**src/rtl/icache_if.sv**
```systemverilog
// Fetch-side and memory-side signal bundle for the instruction cache.
// slave is the cache's view; master is the combined pipeline/memory view.
interface icache_if;
  logic        dp_imemREN;
  logic [31:0] dp_imemaddr;
  logic        dp_ihit;
  logic [31:0] dp_imemload;
  logic        ram_iREN;
  logic [31:0] ram_iaddr;
  logic        ram_iwait;
  logic [31:0] ram_iload;

  modport slave (
    input  dp_imemREN, dp_imemaddr, ram_iwait, ram_iload,
    output dp_ihit, dp_imemload, ram_iREN, ram_iaddr
  );

  modport master (
    output dp_imemREN, dp_imemaddr, ram_iwait, ram_iload,
    input  dp_ihit, dp_imemload, ram_iREN, ram_iaddr
  );
endinterface

```
**src/rtl/icache.sv**
```systemverilog
// Direct-mapped, one-word-per-line instruction cache between fetch and memory.
// Hits are combinational; a miss fetches the word through a COMPARE/FETCH FSM.
module icache #(
  parameter int unsigned SETS = 16
) (
  input logic     CLK,
  input logic     RST,
  icache_if.slave bus
);
  localparam int unsigned IDX_W = $clog2(SETS);
  localparam int unsigned TAG_W = 30 - IDX_W;

  typedef enum logic {COMPARE, FETCH} state_t;

  state_t            r_state, w_next;
  logic [SETS-1:0]   r_valid;
  logic [TAG_W-1:0]  r_tag  [SETS];
  logic [31:0]       r_data [SETS];
  logic [31:0]       r_miss_addr;

  logic [IDX_W-1:0]  w_idx, w_fill_idx;
  logic [TAG_W-1:0]  w_tag, w_fill_tag;
  logic              w_hit, w_latch, w_fill;
  logic              w_ihit, w_iren;
  logic [31:0]       w_imemload, w_iaddr;

  assign w_idx      = bus.dp_imemaddr[IDX_W+1:2];
  assign w_tag      = bus.dp_imemaddr[31:IDX_W+2];
  assign w_fill_idx = r_miss_addr[IDX_W+1:2];
  assign w_fill_tag = r_miss_addr[31:IDX_W+2];

  always_comb begin
    w_next     = r_state;
    w_hit      = 1'b0;
    w_latch    = 1'b0;
    w_fill     = 1'b0;
    w_ihit     = 1'b0;
    w_imemload = '0;
    w_iren     = 1'b0;
    w_iaddr    = '0;
    case (r_state)
      COMPARE: begin
        w_hit      = bus.dp_imemREN & r_valid[w_idx] & (r_tag[w_idx] == w_tag);
        w_ihit     = w_hit;
        w_imemload = w_hit ? r_data[w_idx] : '0;
        if (bus.dp_imemREN && !w_hit) begin
          w_latch = 1'b1;
          w_next  = FETCH;
        end
      end
      FETCH: begin
        // Dropping REN aborts the fill and releases the memory request at once.
        w_iren  = bus.dp_imemREN;
        w_iaddr = r_miss_addr;
        if (!bus.dp_imemREN) begin
          w_next = COMPARE;
        end else if (!bus.ram_iwait) begin
          w_fill = 1'b1;
          w_next = COMPARE;
        end
      end
      default: w_next = COMPARE;
    endcase
  end

  assign bus.dp_ihit     = w_ihit;
  assign bus.dp_imemload = w_imemload;
  assign bus.ram_iREN    = w_iren;
  assign bus.ram_iaddr   = w_iaddr;

  always_ff @(posedge CLK) begin
    if (RST) begin
      r_state     <= COMPARE;
      r_valid     <= '0;
      r_miss_addr <= '0;
    end else begin
      r_state <= w_next;
      if (w_latch) r_miss_addr <= bus.dp_imemaddr & ~32'd3;
      if (w_fill)  r_valid[w_fill_idx] <= 1'b1;
    end
  end

  // Tag/data need no reset: they are only observed behind a set valid bit.
  always_ff @(posedge CLK) begin
    if (!RST && w_fill) begin
      r_tag[w_fill_idx]  <= w_fill_tag;
      r_data[w_fill_idx] <= bus.ram_iload;
    end
  end
endmodule

```
**src/flat_wrapper.sv**
```systemverilog
// flat-port wrapper written by rule: the top's interface ports become plain ports
module icache_flat 
#(
  parameter int unsigned SETS = 16
)
  (CLK, RST, bus_dp_imemREN, bus_dp_imemaddr, bus_ram_iwait, bus_ram_iload, bus_dp_ihit, bus_dp_imemload, bus_ram_iREN, bus_ram_iaddr);
  icache_if bus_i ();
  input logic CLK;
  input logic RST;
  input wire logic [$bits(bus_i.dp_imemREN)-1:0] bus_dp_imemREN;
  input wire logic [$bits(bus_i.dp_imemaddr)-1:0] bus_dp_imemaddr;
  input wire logic [$bits(bus_i.ram_iwait)-1:0] bus_ram_iwait;
  input wire logic [$bits(bus_i.ram_iload)-1:0] bus_ram_iload;
  output wire logic [$bits(bus_i.dp_ihit)-1:0] bus_dp_ihit;
  output wire logic [$bits(bus_i.dp_imemload)-1:0] bus_dp_imemload;
  output wire logic [$bits(bus_i.ram_iREN)-1:0] bus_ram_iREN;
  output wire logic [$bits(bus_i.ram_iaddr)-1:0] bus_ram_iaddr;
  assign bus_i.dp_imemREN = bus_dp_imemREN;
  assign bus_i.dp_imemaddr = bus_dp_imemaddr;
  assign bus_i.ram_iwait = bus_ram_iwait;
  assign bus_i.ram_iload = bus_ram_iload;
  assign bus_dp_ihit = bus_i.dp_ihit;
  assign bus_dp_imemload = bus_i.dp_imemload;
  assign bus_ram_iREN = bus_i.ram_iREN;
  assign bus_ram_iaddr = bus_i.ram_iaddr;
  icache #(.SETS(SETS)) u_core (.CLK(CLK), .RST(RST), .bus(bus_i));
endmodule
```
**config.mk**
```make
export PLATFORM = sky130hd
export DESIGN_NAME = icache_flat
export DESIGN_NICKNAME = d
export VERILOG_FILES = /design/src/rtl/icache_if.sv /design/src/rtl/icache.sv /design/src/flat_wrapper.sv
export SDC_FILE = /design/constraint.sdc
export NUM_CORES = 1
export LEC_CHECK = 0
export CAP_MARGIN = 10
export CORE_AREA = 3 3 395 397
export DETAILED_ROUTE_END_ITERATION = 12
export DIE_AREA = 0 0 398 400
export PLACE_DENSITY_LB_ADDON = 0.08
export SLEW_MARGIN = 20
export SYNTH_ARGS = -nofsm -noshare
export SYNTH_HDL_FRONTEND = slang
export SYNTH_SLANG_ARGS = --single-unit
```
**constraint.sdc**
```tcl
create_clock -name CLK -period 5.59 [get_ports CLK]
set_clock_uncertainty 0.1 [all_clocks]
set_input_delay 1.118 -clock CLK [delete_from_list [all_inputs] [get_ports CLK]]
set_output_delay 1.118 -clock CLK [all_outputs]
set_load 0.1 [all_outputs]
```
==> results.ini <==
[cts]
clk_latency_ns = 0.70
path_clk_slew_ns = 0.06
tritoncts = built
cts_root_buf = clkbuf_16
cts_inserted_buffers = 111
clock-sinks = 975
cts.path.max_buffers = 3
cts_max_level = 3

[pwr]
p_switching_uw = 3510
p_leak_uw = 0.0152
seqPwrFrac = 0.502
ir_worst_vdd_v = 0.000220
swShare = 0.217
clock_power_share = 0.445
combPwrFrac = 0.053
power_density_mw_per_mm2 = 341
internal_power_uw = 12600
total_power_uw = 16100

[sta]
setup_viol = 0
rsz0062_at_grt = yes
clock.fmax_mhz = 182
fin_crit_sh = 0.980
worstMarginPinSlew_ns = 1.01
hold_viol_final = 0
layout_setup_ws_ns = 0.110
maxSlewViolCount = 0
max-slew-margin-rel = 0.325
period_minus_slack_ns = 5.48

[worst_setup_path]
criticalPathCategory = input port to primary output
slowest_stage = or4_4
cp_max_fo = 17
critical_path_arrival_ns = 4.26
crit_required_ns = 4.37
crit_top_cell = buf_12
cpPeakStageDelay_ns = 0.52
critPathTopFamily = simple AND/OR/NAND/NOR gates
crit_buf_inv = 6
cp_num_cells = 14
startpoint_type = input port
crit_chain = buf_12 > buf_12 > and2_1 > a22o_1 > a221oi_4 > buf_4 > xor2_1 > or4_4 > a2111oi_4 > nand4b_1 > buf_4 > buf_12 > nor2b_1 > buf_12
critPathCaptureType = primary output
r2r_cells = 5

[global_routing]
grt_first_pass_wirelength_mm = 158
gr-total-overflow = 0
antenna_found_initial = 8
grt_max_degree = 78
grt_use_total = 0.142
first_global_vias = 20000

[flow_run]
drv_cap = 0

[yosys]
ys_ff_latch = 975
ys_seq_area_frac = 0.755
synth_ff_type = edfxtp_1
syn_inst = 1780
yosysWarnings = 0
avgSynthCellArea_um2 = 21.4
synth.cell_area_mm2 = 0.0382
synth-edff-count = 928
async_flop_share = 0
synthDistinctLibCells = 52

[routing]
antenna_left = 0
routed_wl_mm = 113
post_drt_wl_per_cell_um = 26.9
vias = 18600
drc = 0
drt-initial-drc-count = 1197
via_per_inst = 4.44
drt-pass1-iter-count = 5

[die]
die_x_um = 398
start_util = 0.251
row_count = 143
fp.dieH_um = 400
num_io_pins = 134
core_area_mm2 = 0.152
dieArea_mm2 = 0.159

[min_path]
hp-class = flop to flop
hold_depth = 2

[finish]
syn_to_final_growth_pct = 23.9
fillers = 14700
drive_gt1_frac = 0.290
nets = 2132
ff_latch_area_mm2 = 0.0288
multiInputGateArea_mm2 = 0.00904

[outcome]
outcome = finished clean

[placement]
dp_worst_setup_slack_ns = -0.297
dp_hpwl_mm = 60.7
gp_congestion = 0.735
port_buffers = 129

final timing paths:
path                 startpoint                   end  slack (ns)
min reg2reg  u_core.r_valid[14]    u_core.r_valid[14]        0.37
max          bus_dp_imemaddr[2]   bus_dp_imemload[19]        0.11
max reg2reg      u_core.r_state  u_core.r_data[3][30]        2.20
min          u_core.r_valid[14]    u_core.r_valid[14]        0.37
worst register-to-register path, cell delays in order (launching register included):
cell and delay (ns):
dfxtp_2 0.71, nand2_1 0.13, or3_1 0.49, or3_1 0.60, nor2_4 0.61, buf_4 0.42
metrics by stage:
stage	hold slack, ns	utilization	area [µm²]	setup TNS, ns	std cells
global placement	0.365	0.285	43300	-9.43	3972
detailed placement	0.363	0.285	43300	-7.97	3972
CTS	0.372	0.310	47200	0	4190
finish	0.371	0.311	47300	0	4198
floorplan	0.349	-	38200	-11.73	1781
global route	0.389	0.311	47300	-0.0206	4192
state kept, by name (all words and copies together) (netlist names):
name and count:
u_core.r_valid 16, u_core.r_state 1, u_core.r_data 512, u_core.r_miss_addr 30, u_core.r_tag 416
what timing repair did:
item	in CTS	in global routing
hold buffers	0	0
setup endpoints to repair	33	16
gates resized for setup	29	17
pin swaps	4	4
buffers inserted	4	2
hold endpoints to repair	0	0
gates cloned	3	0
cell type report:
| class | instances | area share |
|---|---|---|
| clock inverter | 73 | 0.0145 |
| tap | 2030 | 0.0537 |
| antenna | 6 | 0.000317 |
| sequential | 975 | 0.609 |
| inverter | 24 | 0.00201 |
| multi-input combinational | 686 | 0.191 |
| clock buffer | 138 | 0.0620 |
| timing repair buffer | 266 | 0.0675 |
cells in the final DEF (no fill, tap or decap), types with 6 or more instances in the layout:
master           instances
dfxtp_1                 46
xor2_1                  12
nand2b_1                66
inv_1                   22
clkinv_1                31
clkbuf_16              113
nor2b_1                 27
and2_1                  32
a22o_1                  11
diode_2                  6
a21oi_1                  6
o22ai_1                 21
mux2i_1                114
clkinv_2                20
clkbuf_1                24
buf_12                  65
nor2b_2                  9
edfxtp_1               928
a22oi_1                  7
xnor2_1                 28
bufinv_16               11
clkdlybuf4s50_1         89
mux4_2                 241
nor2_4                  16
buf_4                  100
nor2_1                   9
nand2_1                 12
layer usage:
layer | wire length, µm | global-route usage | part of all wire | up-vias
met1 | 52200 | 0.199 | 0.46 | 10200
met2 | 54100 | 0.231 | 0.48 | 373
met3 | 4420 | 0.0264 | 0.039 | 137
li1 | - | - | - | 7941
met4 | 2060 | 0.0304 | 0.018 | 8
met5 | 52 | 0 | 0.00046 | -
power by group through the flow:
| stage | clock [µW] | sequential, µW | combinational [µW] |
|---|---|---|---|
| 2_1_floorplan | 0 | 8220 | 491 |
| 5_1_grt | 7740 | 8110 | 920 |
| 4_1_cts | 7440 | 8100 | 879 |
| 3_5_place_dp | 0 | 8260 | 852 |
| 3_3_place_gp | 0 | 8250 | 847 |
| 6_report | 7190 | 8100 | 856 |
cells in the mapped netlist, types with 4 or more instances:
| cell | count | area, µm² |
|---|---|---|
| and2_1 | 32 | 200 |
| nor3_1 | 5 | 25.0 |
| nor2_1 | 26 | 97.6 |
| nand2_1 | 13 | 48.8 |
| buf_6 | 9 | 101 |
| o22ai_1 | 21 | 131 |
| buf_4 | 11 | 82.6 |
| clkbuf_1 | 39 | 146 |
| o21ai_0 | 5 | 25.0 |
| xnor2_1 | 30 | 263 |
| nand3_1 | 4 | 20.0 |
| nand2b_1 | 66 | 413 |
| dfxtp_1 | 47 | 941 |
| a22o_1 | 11 | 96.3 |
| edfxtp_1 | 928 | 27900 |
| mux2i_1 | 115 | 1150 |
| a21oi_1 | 7 | 35.0 |
| a22oi_1 | 8 | 60.1 |
| a221oi_1 | 9 | 78.8 |
| xor2_1 | 12 | 105 |
| buf_1 | 4 | 15.0 |
| inv_1 | 23 | 86.3 |
| buf_2 | 33 | 165 |
| nor2b_1 | 36 | 225 |
| mux4_2 | 241 | 5430 |
logic make-up after synthesis:
kind of cell	count (synthesis)	share of synthesized area
flip-flops	975	0.755
multiplexers	358	0.173
AND/OR/NAND/NOR	200	0.0302
buffers and inverters	120	0.0157
AO/OA/AOI/OAI	84	0.0168
XOR/XNOR	42	0.00964
other	1	0.0000982
Power figures use the tool's default switching activity.
